--- src/rtl/simd_seq_if.sv ---
// Host/datapath handshake bundle for the SIMD program sequencer.
// SIMD_SEQ_PERF_CNT_EN adds the run_cycles performance counter signal.
interface simd_seq_if #(
    parameter int unsigned INS_ADDR_WIDTH = 8,
    parameter int unsigned OPCODE_WIDTH   = 4
);
    logic                      half_clk;
    logic                      start;
    logic [INS_ADDR_WIDTH-1:0] start_pc;
    logic                      abort;
    logic                      pause;
    logic [OPCODE_WIDTH-1:0]   ins_opcode;
    logic [INS_ADDR_WIDTH-1:0] pc;
    logic                      stall;
    logic                      busy;
    logic                      done;
    logic                      aborted;
    logic [INS_ADDR_WIDTH:0]   ins_count;
`ifdef SIMD_SEQ_PERF_CNT_EN
    logic [31:0]               run_cycles;
`endif

    modport master (
        output half_clk, start, start_pc, abort, pause, ins_opcode,
        input  pc, stall, busy, done, aborted, ins_count
`ifdef SIMD_SEQ_PERF_CNT_EN
        , input run_cycles
`endif
    );

    modport slave (
        input  half_clk, start, start_pc, abort, pause, ins_opcode,
        output pc, stall, busy, done, aborted, ins_count
`ifdef SIMD_SEQ_PERF_CNT_EN
        , output run_cycles
`endif
    );
endinterface

--- src/rtl/simd_seq_ctrl.sv ---
// Program sequencer: owns the PC and datapath stall, detects HALT and drains the pipeline.
// Optional SIMD_SEQ_PERF_CNT_EN builds a saturating busy-cycle counter (run_cycles).
//
// state   | meaning
// IDLE    | waiting for start, datapath stalled
// FETCH   | first PC loaded, waiting one step for BRAM data
// RUN     | issuing one instruction per unpaused step
// DRAIN   | HALT seen, flushing load/exec/store stages
// DONE    | one-clk completion pulse
module simd_seq_ctrl #(
    parameter int unsigned             INS_ADDR_WIDTH = 8,
    parameter int unsigned             OPCODE_WIDTH   = 4,
    parameter logic [OPCODE_WIDTH-1:0] HALT_OPCODE    = 4'hF,
    parameter int unsigned             DRAIN_STEPS    = 3
) (
    input  logic      clk,
    input  logic      rstn,
    simd_seq_if.slave bus
);
    localparam int unsigned CNT_W   = INS_ADDR_WIDTH + 1;
    localparam int unsigned DRAIN_W = (DRAIN_STEPS < 2) ? 1 : $clog2(DRAIN_STEPS + 1);
    localparam logic [DRAIN_W-1:0] DRAIN_LOAD = DRAIN_W'(DRAIN_STEPS);

    typedef enum logic [2:0] {S_IDLE, S_FETCH, S_RUN, S_DRAIN, S_DONE} state_t;

    state_t                    state_q, state_d;
    logic [INS_ADDR_WIDTH-1:0] pc_q, pc_d;
    logic [CNT_W-1:0]          ins_count_q, ins_count_d;
    logic [DRAIN_W-1:0]        drain_q, drain_d;
    logic                      busy_q, busy_d;
    logic                      done_q, done_d;
    logic                      aborted_q, aborted_d;
    logic                      step;

    assign step = bus.half_clk && !bus.pause;

    always_comb begin
        state_d     = state_q;
        pc_d        = pc_q;
        ins_count_d = ins_count_q;
        drain_d     = drain_q;
        aborted_d   = aborted_q;
        case (state_q)
            S_IDLE: begin
                if (bus.start) begin
                    state_d     = S_FETCH;
                    pc_d        = bus.start_pc;
                    ins_count_d = '0;
                    aborted_d   = 1'b0;
                end
            end
            S_FETCH: begin
                if (bus.abort) begin
                    state_d   = S_DONE;
                    aborted_d = 1'b1;
                end else if (step) begin
                    state_d = S_RUN;
                end
            end
            S_RUN: begin
                // abort takes priority over a HALT seen on the same edge
                if (bus.abort) begin
                    state_d   = S_DONE;
                    aborted_d = 1'b1;
                end else if (step) begin
                    if (bus.ins_opcode == HALT_OPCODE) begin
                        state_d = S_DRAIN;
                        drain_d = DRAIN_LOAD;
                    end else begin
                        pc_d = pc_q + 1'b1;
                        if (ins_count_q != '1) begin
                            ins_count_d = ins_count_q + 1'b1;
                        end
                    end
                end
            end
            S_DRAIN: begin
                if (bus.abort) begin
                    state_d   = S_DONE;
                    aborted_d = 1'b1;
                end else if (!bus.pause) begin
                    if (drain_q == '0) begin
                        state_d = S_DONE;
                    end else if (bus.half_clk) begin
                        drain_d = drain_q - 1'b1;
                    end
                end
            end
            S_DONE:  state_d = S_IDLE;
            default: state_d = S_IDLE;
        endcase
        busy_d = (state_d != S_IDLE);
        done_d = (state_d == S_DONE);
    end

`ifdef SIMD_SEQ_PERF_CNT_EN
    logic [31:0] run_cycles_q, run_cycles_d;

    always_comb begin
        run_cycles_d = run_cycles_q;
        if (state_q == S_IDLE && bus.start) begin
            run_cycles_d = '0;
        end else if (busy_q && run_cycles_q != '1) begin
            run_cycles_d = run_cycles_q + 1'b1;
        end
    end

    always_ff @(posedge clk) begin
        if (!rstn) begin
            run_cycles_q <= '0;
        end else begin
            run_cycles_q <= run_cycles_d;
        end
    end

    assign bus.run_cycles = run_cycles_q;
`endif

    always_ff @(posedge clk) begin
        if (!rstn) begin
            state_q     <= S_IDLE;
            pc_q        <= '0;
            ins_count_q <= '0;
            drain_q     <= '0;
            busy_q      <= 1'b0;
            done_q      <= 1'b0;
            aborted_q   <= 1'b0;
        end else begin
            state_q     <= state_d;
            pc_q        <= pc_d;
            ins_count_q <= ins_count_d;
            drain_q     <= drain_d;
            busy_q      <= busy_d;
            done_q      <= done_d;
            aborted_q   <= aborted_d;
        end
    end

    assign bus.stall     = (state_q == S_RUN || state_q == S_DRAIN) ? bus.pause : 1'b1;
    assign bus.pc        = pc_q;
    assign bus.ins_count = ins_count_q;
    assign bus.busy      = busy_q;
    assign bus.done      = done_q;
    assign bus.aborted   = aborted_q;
endmodule

--- src/flat_wrapper.sv ---
// flat-port wrapper written by rule: the top's interface ports become plain ports
module simd_seq_ctrl_flat 
#(
    parameter int unsigned             INS_ADDR_WIDTH = 8,
    parameter int unsigned             OPCODE_WIDTH   = 4,
    parameter logic [OPCODE_WIDTH-1:0] HALT_OPCODE    = 4'hF,
    parameter int unsigned             DRAIN_STEPS    = 3
)
  (clk, rstn, bus_half_clk, bus_start, bus_start_pc, bus_abort, bus_pause, bus_ins_opcode, bus_pc, bus_stall, bus_busy, bus_done, bus_aborted, bus_ins_count);
  simd_seq_if #(.INS_ADDR_WIDTH(INS_ADDR_WIDTH), .OPCODE_WIDTH(OPCODE_WIDTH)) bus_i ();
  input  logic clk;
  input  logic rstn;
  input wire logic [$bits(bus_i.half_clk)-1:0] bus_half_clk;
  input wire logic [$bits(bus_i.start)-1:0] bus_start;
  input wire logic [$bits(bus_i.start_pc)-1:0] bus_start_pc;
  input wire logic [$bits(bus_i.abort)-1:0] bus_abort;
  input wire logic [$bits(bus_i.pause)-1:0] bus_pause;
  input wire logic [$bits(bus_i.ins_opcode)-1:0] bus_ins_opcode;
  output wire logic [$bits(bus_i.pc)-1:0] bus_pc;
  output wire logic [$bits(bus_i.stall)-1:0] bus_stall;
  output wire logic [$bits(bus_i.busy)-1:0] bus_busy;
  output wire logic [$bits(bus_i.done)-1:0] bus_done;
  output wire logic [$bits(bus_i.aborted)-1:0] bus_aborted;
  output wire logic [$bits(bus_i.ins_count)-1:0] bus_ins_count;
  assign bus_i.half_clk = bus_half_clk;
  assign bus_i.start = bus_start;
  assign bus_i.start_pc = bus_start_pc;
  assign bus_i.abort = bus_abort;
  assign bus_i.pause = bus_pause;
  assign bus_i.ins_opcode = bus_ins_opcode;
  assign bus_pc = bus_i.pc;
  assign bus_stall = bus_i.stall;
  assign bus_busy = bus_i.busy;
  assign bus_done = bus_i.done;
  assign bus_aborted = bus_i.aborted;
  assign bus_ins_count = bus_i.ins_count;
  simd_seq_ctrl #(.INS_ADDR_WIDTH(INS_ADDR_WIDTH), .OPCODE_WIDTH(OPCODE_WIDTH), .HALT_OPCODE(HALT_OPCODE), .DRAIN_STEPS(DRAIN_STEPS)) u_core (.clk(clk), .rstn(rstn), .bus(bus_i));
endmodule
--- config.mk ---
export PLATFORM = sky130hd
export DESIGN_NAME = simd_seq_ctrl_flat
export DESIGN_NICKNAME = d
export VERILOG_FILES = /design/src/rtl/simd_seq_if.sv /design/src/rtl/simd_seq_ctrl.sv /design/src/flat_wrapper.sv
export SDC_FILE = /design/constraint.sdc
export NUM_CORES = 1
export LEC_CHECK = 0
export BUFFER_PORTS_ARGS = -buffer_cell sky130_fd_sc_hd__buf_4
export CORE_ASPECT_RATIO = 2
export CORE_MARGIN = 4
export CORE_UTILIZATION = 50
export CTS_CLUSTER_SIZE = 20
export DETAILED_ROUTE_END_ITERATION = 10
export PLACE_DENSITY = 0.85
export SYNTH_ARGS = -nofsm -noshare
export SYNTH_HDL_FRONTEND = slang
export SYNTH_SLANG_ARGS = --single-unit
--- constraint.sdc ---
create_clock -name clk -period 4.6 [get_ports clk]
set_input_delay 0 -clock clk [delete_from_list [all_inputs] [get_ports clk]]
set_output_delay 0 -clock clk [all_outputs]
set_load 0.02 [all_outputs]
==> Word-level counts from Yosys, hierarchy flattened <==
Index checks and enable logic that the tools add are counted.
{ "op_classes": {"reduce_logical": 14, "n_mux": 33, "addsub": 3, "eq_ne": 17} }
{ "op_table": {"columns": ["operator", "n"], "rows": [
  ["$mux W9", 5],
  ["$mux W8", 4],
  ["$mux W3", 9],
  ["$pmux W9 S2", 1],
  ["$pmux W8 S2", 1],
  ["$mux W2", 7],
  ["$ne A2 B2 Y1 const B", 7],
  ["$pmux W3 S4", 1],
  ["$add A9 B1 Y9 const B", 1],
  ["$ne A9 B9 Y1 const B", 1],
  ["$add A8 B1 Y8 const B", 1],
  ["$ne A2 B1 Y1 const B", 4],
  ["$reduce_and A8 Y1", 1],
  ["$eq A3 B2 Y1 const B", 2],
  ["$reduce_and A6 Y1", 1],
  ["$reduce_bool A2 Y1", 3],
  ["$reduce_and A5 Y1", 1],
  ["$eq A4 B4 Y1 const B", 1],
  ["$pmux W2 S2", 1],
  ["$eq A3 B1 Y1 const B", 1],
  ["$eq A3 B3 Y1 const B", 1],
  ["$logic_not A3 Y1", 1],
  ["$mux W1", 3],
  ["$reduce_and A3 Y1", 1],
  ["8 further kinds", 8]
]} }
{ "word_totals": {"input_bits": 18, "register_bits": 25} }

==> Longest topological paths before layout <==
Gate-level depths: netlist (run 1).
{ "logic_depth": {"depth_word": 6, "mapped_depth": 9, "ltp_nobuf": 8} }

==> Least setup slack after synthesis (run 1) <==
Ideal clock, no wire load.
{ "synth_timing": {"path_kind": "register to register", "startpoint": "reg u_core.ins_count_q[2], in the netlist u_core.bus.ins_count[2]", "endpoint": "reg u_core.ins_count_q[1], in the netlist u_core.bus.ins_count[1]", "setup_ps": 134, "n_path_buf": 1, "stages_incl_launch_ff": 10, "period_less_slack_ps": 1944, "path_slack_ps": 2656, "t_arrival_ps": 1810, "path_cell_list": "dfxtp_1 > and3_1 > nand3_1 > nor2_1 > ha_1 > inv_1 > a41oi_2 > clkbuf_1 > nand3b_1 > a21oi_1"} }
{ "synth_via": {"elab_chain_len": 3} }
{ "synth_rtl": {"columns": ["element", "line_no", "text"], "rows": [
  ["start, declared", "simd_seq_ctrl.sv:28", "logic [CNT_W-1:0] ins_count_q, ins_count_d;"],
  ["start signal, assigned", "simd_seq_ctrl.sv:131", "ins_count_q <= ins_count_d;"],
  ["$ne A9 B9 Y1", "simd_seq_ctrl.sv:71", "if (ins_count_q != '1) begin"],
  ["$ne A2 B1 Y1 (no line)", null, null],
  ["$reduce_and A6 Y1 (no line)", null, null]
]} }
Every way passes these cells.
A chain may end at the register's enable or synchronous reset.

==> Worst setup path in the final report (run 1) <==
{ "layout_timing": {"startpoint": "reg u_core.state_q[1]", "endpoint": "reg u_core.ins_count_q[7], in the netlist u_core.bus.ins_count[7]"} }
{ "layout_via": {"elab_chain_len": 3, "word_cells_on_any_way": 10} }
{ "layout_rtl": {"columns": ["element", "line_no", "text"], "rows": [
  ["start, declared", "simd_seq_ctrl.sv:26", "state_t state_q, state_d;"],
  ["start signal, assigned", "simd_seq_ctrl.sv:129", "state_q <= state_d;"],
  ["$eq A3 B2 Y1 / $logic_not A3 Y1 (equally long branches)", "simd_seq_ctrl.sv:43", "case (state_q)"],
  ["$ne A2 B1 Y1 (no line), or another cell as far along", null, null],
  ["$reduce_and A6 Y1 (no line)", null, null]
]} }
Parallel ways exist; a longest one is shown, timed or not.

==> results.yml, run 1 <==
timing:
  setup_viol: 0
  slew_violations: 0
  slew_headroom: 0.5012
  rsz0062_at_grt: "no"
  clock_skew_ns: 0.001032
  finalCritPeriodShare: 0.5594
  fin_crit_ns: 2.573
  hold_violations: 0
  fin_hold_ws_ns: 0.02191
  worst_pin_slew_ns: 0.7450
  fmax_mhz: 388.6
  setup_tns_ns: 0
clock_network:
  cts_buffers: 3
  htreeDepth: 1
  clk_path_buf_depth: 2
  clk_pin_slew_ns: 0.08
  cts_tree: "yes"
  worstSkewPairLatency_ns: 0.26
  cts_sinks: 25
  root_buffer: "clkbuf_8"
  cts.repair.resized: 0
logic_synthesis:
  synthSimpleGateAreaFrac: 0.2881
  yosys_warnings: 0
  synth_area_um2: 1438
  synth_compound_area_frac: 0.2567
  synthArstFlopShare: 0
  ys.flop_type: "dfxtp_1"
  synth_top_family_by_area: "simple AND/OR/NAND/NOR gates"
  synth-adder-area-share: 0.03481
  synthDistinctLibCells: 47
  synth_area_leaders: "dfxtp_1 (35%), a21oi_1 (6.6%), nand2_1 (5.2%), ha_1 (3.5%), nand3_1 (3.5%)"
  muxShareOfSynthArea: 0.006963
  synth_edf_count: 0
  yosysTopAreaCell: "dfxtp_1"
  synth_top_area_share: 0.3481
  ys_ff_latch: 25
  postSynthNetCount: 189
  yosysSeqAreaShare: 0.3481
  synth_xor_area_frac: 0
  synth_cells: 167
  syn_area_per_cell_um2: 8.609
global_routing:
  grt_pass1_vias: 1379
  antenna_found_initial: 0
  track_usage: 0.2008
  grt_pass1_wl_um: 6120
  grt_overflow: 0
  grt_start_max_net_pins: 19
final_layout:
  mostFrequentLayoutCells: "buf_4 (39), dfxtp_1 (25), nand2_1 (20)"
  area_growth_pct: 22.28
  nNetsFinal: 224
  fill_cells: 249
  final_area_um2: 1758
  antenna_cells: 0
  drive_above_1_share: 0.2637
  final_common_cell: "buf_4"
floorplan:
  coreArea_um2: 2770
  pin_count: 39
  dieWidth_um: 45.92
  fp-row-count: 27
  die_h_um: 83.83
  dieArea_um2: 3849
  start_util: 0.5190
routing:
  drc: 0
  dr.pass1.iters: 4
  wl_per_cell_um: 15.85
  via_per_inst: 6.178
  ant_nets: 0
  routed_wl_um: 3646
  drtIter0Drc: 56
  vias: 1421
worst_setup_path:
  critical_path_required_ns: 4.80
  r2r_end: "u_core.bus.ins_count[7]"
  r2r_start: "u_core.state_q[1]"
  critical_path.startpoint_type: "flop"
  critPathMaxFanout: 18
  startpoint: "u_core.state_q[1]"
  end_kind: "flop"
  reg2reg_depth: 4
  worstPathArrival_ns: 2.77
  crit_type: "reg -> reg"
  rrSetupSlack_ns: 2.03
run_status:
  status: "finished, final reports clean"
min_path:
  hp-start: "bus_start_pc[0]"
  whs_path_depth: 3
  min_to: "u_core.bus.pc[0]"
  min_path_type: "in -> reg"
placement:
  routabilityCongestion: 0.8782
  dp_hpwl_um: 2761
  port-buffer-count: 38
  place_area_um2: 1703
power_and_ir_drop:
  powerDensity_nw_per_um2: 252.5
  p_leak_nw: 0.6957
  irDropWorstVdd_mv: 0.2027
flow_run:
  drv_cap: 0
## routing by layer
layer,wire length (um),part of all wire,GRT usage,up-vias
met2,2030,0.56,0.3580,52
met1,1387,0.38,0.2238,673
li1,-,-,-,691
met5,0,0,0,-
met4,36,0.0099,0.07513,0
met3,192,0.053,0.02376,5
## state kept, by name, indices dropped and copies added, names as in the netlist
name / flops
u_core.bus.done: 1
u_core.bus.aborted: 1
u_core.drain_q: 2
u_core.bus.pc: 8
u_core.state_q: 3
u_core.bus.ins_count: 9
u_core.bus.busy: 1
## metrics by stage
| step | power [mW] | instances | worst slack, ns | utilization |
|---|---|---|---|---|
| 2_1_floorplan | 0.2869 | 167 | 2.656 | - |
| 3_5_place_dp | 0.3182 | 225 | 2.100 | 0.6147 |
| 5_1_grt | 0.4620 | 230 | 1.837 | 0.6346 |
| 3_3_place_gp | 0.3151 | 225 | 2.269 | 0.6147 |
| 6_report | 0.4439 | 230 | 2.027 | 0.6346 |
| 4_1_cts | 0.4446 | 230 | 2.062 | 0.6346 |
## synthesized netlist by cell type (2+ instances only)
cell and number:
dfxtp_1 25, nand2_1 20, a21oi_1 19, nand3_1 10
inv_1 8, nor2_1 6, or3_1 5, a31oi_1 4
clkbuf_1 4, ha_1 4, nand3b_1 4, nand4_1 4
a211oi_1 3, buf_2 3, buf_6 3, o211ai_1 3
o21ai_1 3, o32ai_2 3, or4_1 3, a21o_1 2
and4_1 2, nand2b_1 2, nor3_2 2, o21ai_0 2
## logic make-up (layout without fill, tap and decap cells)
family,Yosys count,count (layout)
adders and majority gates,4,4
AOI/OAI and AO/OA,51,51
and+or+nand+nor,68,68
DFF,25,25
buffers and inverters,18,52
muxes,1,1
## timing repair
| action | 4_1_cts | 5_1_grt |
|---|---|---|
| buffers inserted | 0 | 0 |
| hold buffers | 1 | 0 |
| endpoints found under the hold margin | 1 | 0 |
## how the worst max path moves through the flow
stage | endpoint | slack (ns) | cells after the start
after global placement | u_core.bus.ins_count[7] | 2.27 | 4
after global routing | u_core.bus.ins_count[7] | 1.84 | 4
final | u_core.bus.ins_count[7] | 2.03 | 4
after CTS | u_core.bus.ins_count[7] | 2.06 | 4
after detailed placement | u_core.bus.ins_count[7] | 2.10 | 4
after floorplan | u_core.bus.ins_count[1] | 2.66 | 9
## critical path: stages (launching register included)
cell	delay [ns]
dfxtp_1	0.56
nor3b_2	0.70
a41oi_2	0.48
or4_1	0.61
a21oi_1	0.16
## power breakdown
part / switching, mW / internal [mW]
combinational: 0.0418 / 0.0366
clock: 0.0678 / 0.0619
sequential: 0.0114 / 0.224
total: 0.121 / 0.323
## final cells by class
type	count	area [um2]	share of cell area
Clock buffer	4	45.04	0.02562
Tap cell	29	36.28	0.02064
Inverter	8	30.03	0.01708
Timing Repair Buffer	40	302.8	0.1722
Multi-Input combinational cell	124	843.3	0.4797
Sequential cell	25	500.5	0.2847
Power figures use the tool's default switching activity.
==> run 2, diff against run 1 <==
--- a/config.mk
+++ b/config.mk
@@ -8,10 +8,10 @@
 export BUFFER_PORTS_ARGS = -buffer_cell sky130_fd_sc_hd__buf_4
 export CORE_ASPECT_RATIO = 2
 export CORE_MARGIN = 4
-export CORE_UTILIZATION = 50
+export CORE_UTILIZATION = 46
 export CTS_CLUSTER_SIZE = 20
 export DETAILED_ROUTE_END_ITERATION = 10
-export PLACE_DENSITY = 0.85
+export PLACE_DENSITY = 0.82
 export SYNTH_ARGS = -nofsm -noshare
 export SYNTH_HDL_FRONTEND = slang
 export SYNTH_SLANG_ARGS = --single-unit
==> constraint.sdc (replaced) <==
create_clock -name clk -period 2.1 [get_ports clk]
set_input_delay 0 -clock clk [delete_from_list [all_inputs] [get_ports clk]]
set_output_delay 0 -clock clk [all_outputs]
set_load 0.02 [all_outputs]
==> run 2 against run 1 <==
First-iteration DRC count shrank 45%. Combinational power is 140% higher. Largest cell class unchanged. Clock power grew 120%. Non-clock buffer count increased by 6. Final cell count up 3.0%. Worst hold slack got worse by 0.0097 ns. Utilization down 2.5 points. Clock skew grew 0.0081 ns. Total power increased by 120%.
==> results.yml, run 2 (synthesis results as in run 1) <==
routing:
  ant_nets: 0
  dr.pass1.iters: 4
  routed_wl_um: 3418
  drtIter0Drc: 31
  vias: 1408
  via_per_inst: 5.941
  drc: 0
  wl_per_cell_um: 14.42
final_layout:
  nNetsFinal: 230
  fill_cells: 281
  final_common_cell: "buf_4"
  area_growth_pct: 26.37
  largest_reg_flops: 9
  mostFrequentLayoutCells: "buf_4 (45), dfxtp_1 (25), nand2_1 (20)"
  antenna_cells: 0
  drive_above_1_share: 0.2899
worst_setup_path:
  crit_type: "reg -> reg"
  max_stage_delay_ns: 0.43
  critical_path_required_ns: 2.23
  end_kind: "flop"
  crit_chain: "and3_1, nand3_1, nor2_1, ha_1, inv_1, a41oi_4, buf_4, nand3b_1, a21oi_1"
  worstPathArrival_ns: 2.05
  critPathMaxFanout: 10
  crit_path_top_delay_cell: "dfxtp_1"
  critical_path.startpoint_type: "flop"
power_and_ir_drop:
  p_total_mw: 0.9859
  switching_share: 0.2772
  irDropWorstVdd_mv: 0.3705
  p_leak_nw: 0.7303
  power.internal_mw: 0.7126
  powerDensity_nw_per_um2: 542.7
  p_clk_frac: 0.292
  pwr-share-seq: 0.520
  combPwrFrac: 0.188
  p_switching_mw: 0.2733
clock_network:
  post_cts_buffers: 0
  clk_pin_slew_ns: 0.09
  cts_buffers: 3
  root_buffer: "clkbuf_8"
  htreeDepth: 1
  cts_tree: "yes"
  cts_sinks: 25
  worstSkewPairLatency_ns: 0.27
  clk_path_buf_depth: 2
placement:
  routabilityCongestion: 0.8270
  port-buffer-count: 38
  dp_hpwl_um: 2688
floorplan:
  start_util: 0.4828
  die_h_um: 87.06
  dieWidth_um: 47.53
  dieArea_um2: 4138
  coreArea_um2: 2978
  pin_count: 39
  fp-row-count: 28
global_routing:
  grt_pass1_vias: 1368
  grt_start_max_net_pins: 16
  grt_overflow: 0
  track_usage: 0.1824
  grt_pass1_wl_um: 5720
  antenna_found_initial: 0
flow_run:
  drv_cap: 0
min_path:
  min_path_type: "in -> reg"
timing:
  clock_skew_ns: 0.009163
  finalCritPeriodShare: 0.9126
  slew_violations: 0
  hold_violations: 0
  slew_headroom: 0.6419
  fin_crit_ns: 1.917
  setup_tns_ns: 0
  worst_pin_slew_ns: 0.5365
  rsz0062_at_grt: "no"
  fmax_mhz: 521.8
  setup_viol: 0
run_status:
  status: "finished, final reports clean"
==> run 2: changes by cell type in the layout (fill, tap and decap cells not counted), sizes merged <==
cell | previous run | this run
clkinv | 0 | 1
clkbuf | 4 | 3
buf | 39 | 45
==> run 2: cell type report <==
type	count	area, um2	share of cell area
clock buffers	3	41.29	0.02273
clock inverters	1	5.005	0.002755
inverters	8	30.03	0.01653
multi-input cells	124	854.6	0.4704
flip-flops and latches	25	500.5	0.2755
well taps	30	37.54	0.02066
repair buffers	46	347.8	0.1915
==> run 2: timing repair <==
action / in CTS / in global routing
resized for setup: 0 / 1
hold buffers: 1 / 0
setup endpoints to repair: 0 / 5
hold endpoints to repair: 1 / 0
==> run 2: per-stage QoR <==
stage	hold WS (ns)	worst slack, ns	util	instance area [um2]	std cells
2_1_floorplan	0.08932	0.1564	-	1438	167
3_3_place_gp	0.2369	0.2070	0.5874	1749	232
3_5_place_dp	0.2335	0.1498	0.5874	1749	232
4_1_cts	0.01272	0.1104	0.6063	1805	237
5_1_grt	0.03635	0.01847	0.6101	1817	237
6_report	0.01222	0.1835	0.6101	1817	237
==> run 2: final timing paths <==
check / to / depth (start not counted) / slack [ns] / start
setup reg to reg: u_core.bus.ins_count[8] / 9 / 0.18 / u_core.bus.ins_count[2]
setup / recovery: u_core.bus.ins_count[8] / 9 / 0.18 / u_core.bus.ins_count[2]
hold / removal: u_core.bus.pc[0] / 3 / 0.01 / bus_start_pc[0]
hold reg to reg: u_core.drain_q[0] / 1 / 0.47 / u_core.drain_q[0]
==> run 2: power groups by stage <==
stage                     logic, mW  registers [mW]  clock network (mW)
final                         0.185           0.513               0.288
after global routing          0.201           0.517               0.318
after CTS                     0.185           0.513               0.295
after detailed placement      0.182           0.523                   0
after global placement        0.180           0.523                   0
after floorplan              0.0915           0.537                   0
==> run 2: critical path: cells and delay by family (launching register included) <==
family	cells	cell delay [ns]
simple gates	4	0.60
flops	1	0.43
compound gates	2	0.30
buf+inv	2	0.28
fa+ha+maj	1	0.16
==> run 2: metal layers <==
metal	vias to the layer above	global-route usage	part of all wire
met5	-	0	0
met4	0	0.06373	0.015
met3	5	0.02899	0.046
met2	37	0.3337	0.57
met1	656	0.1957	0.37
li1	710	-	-
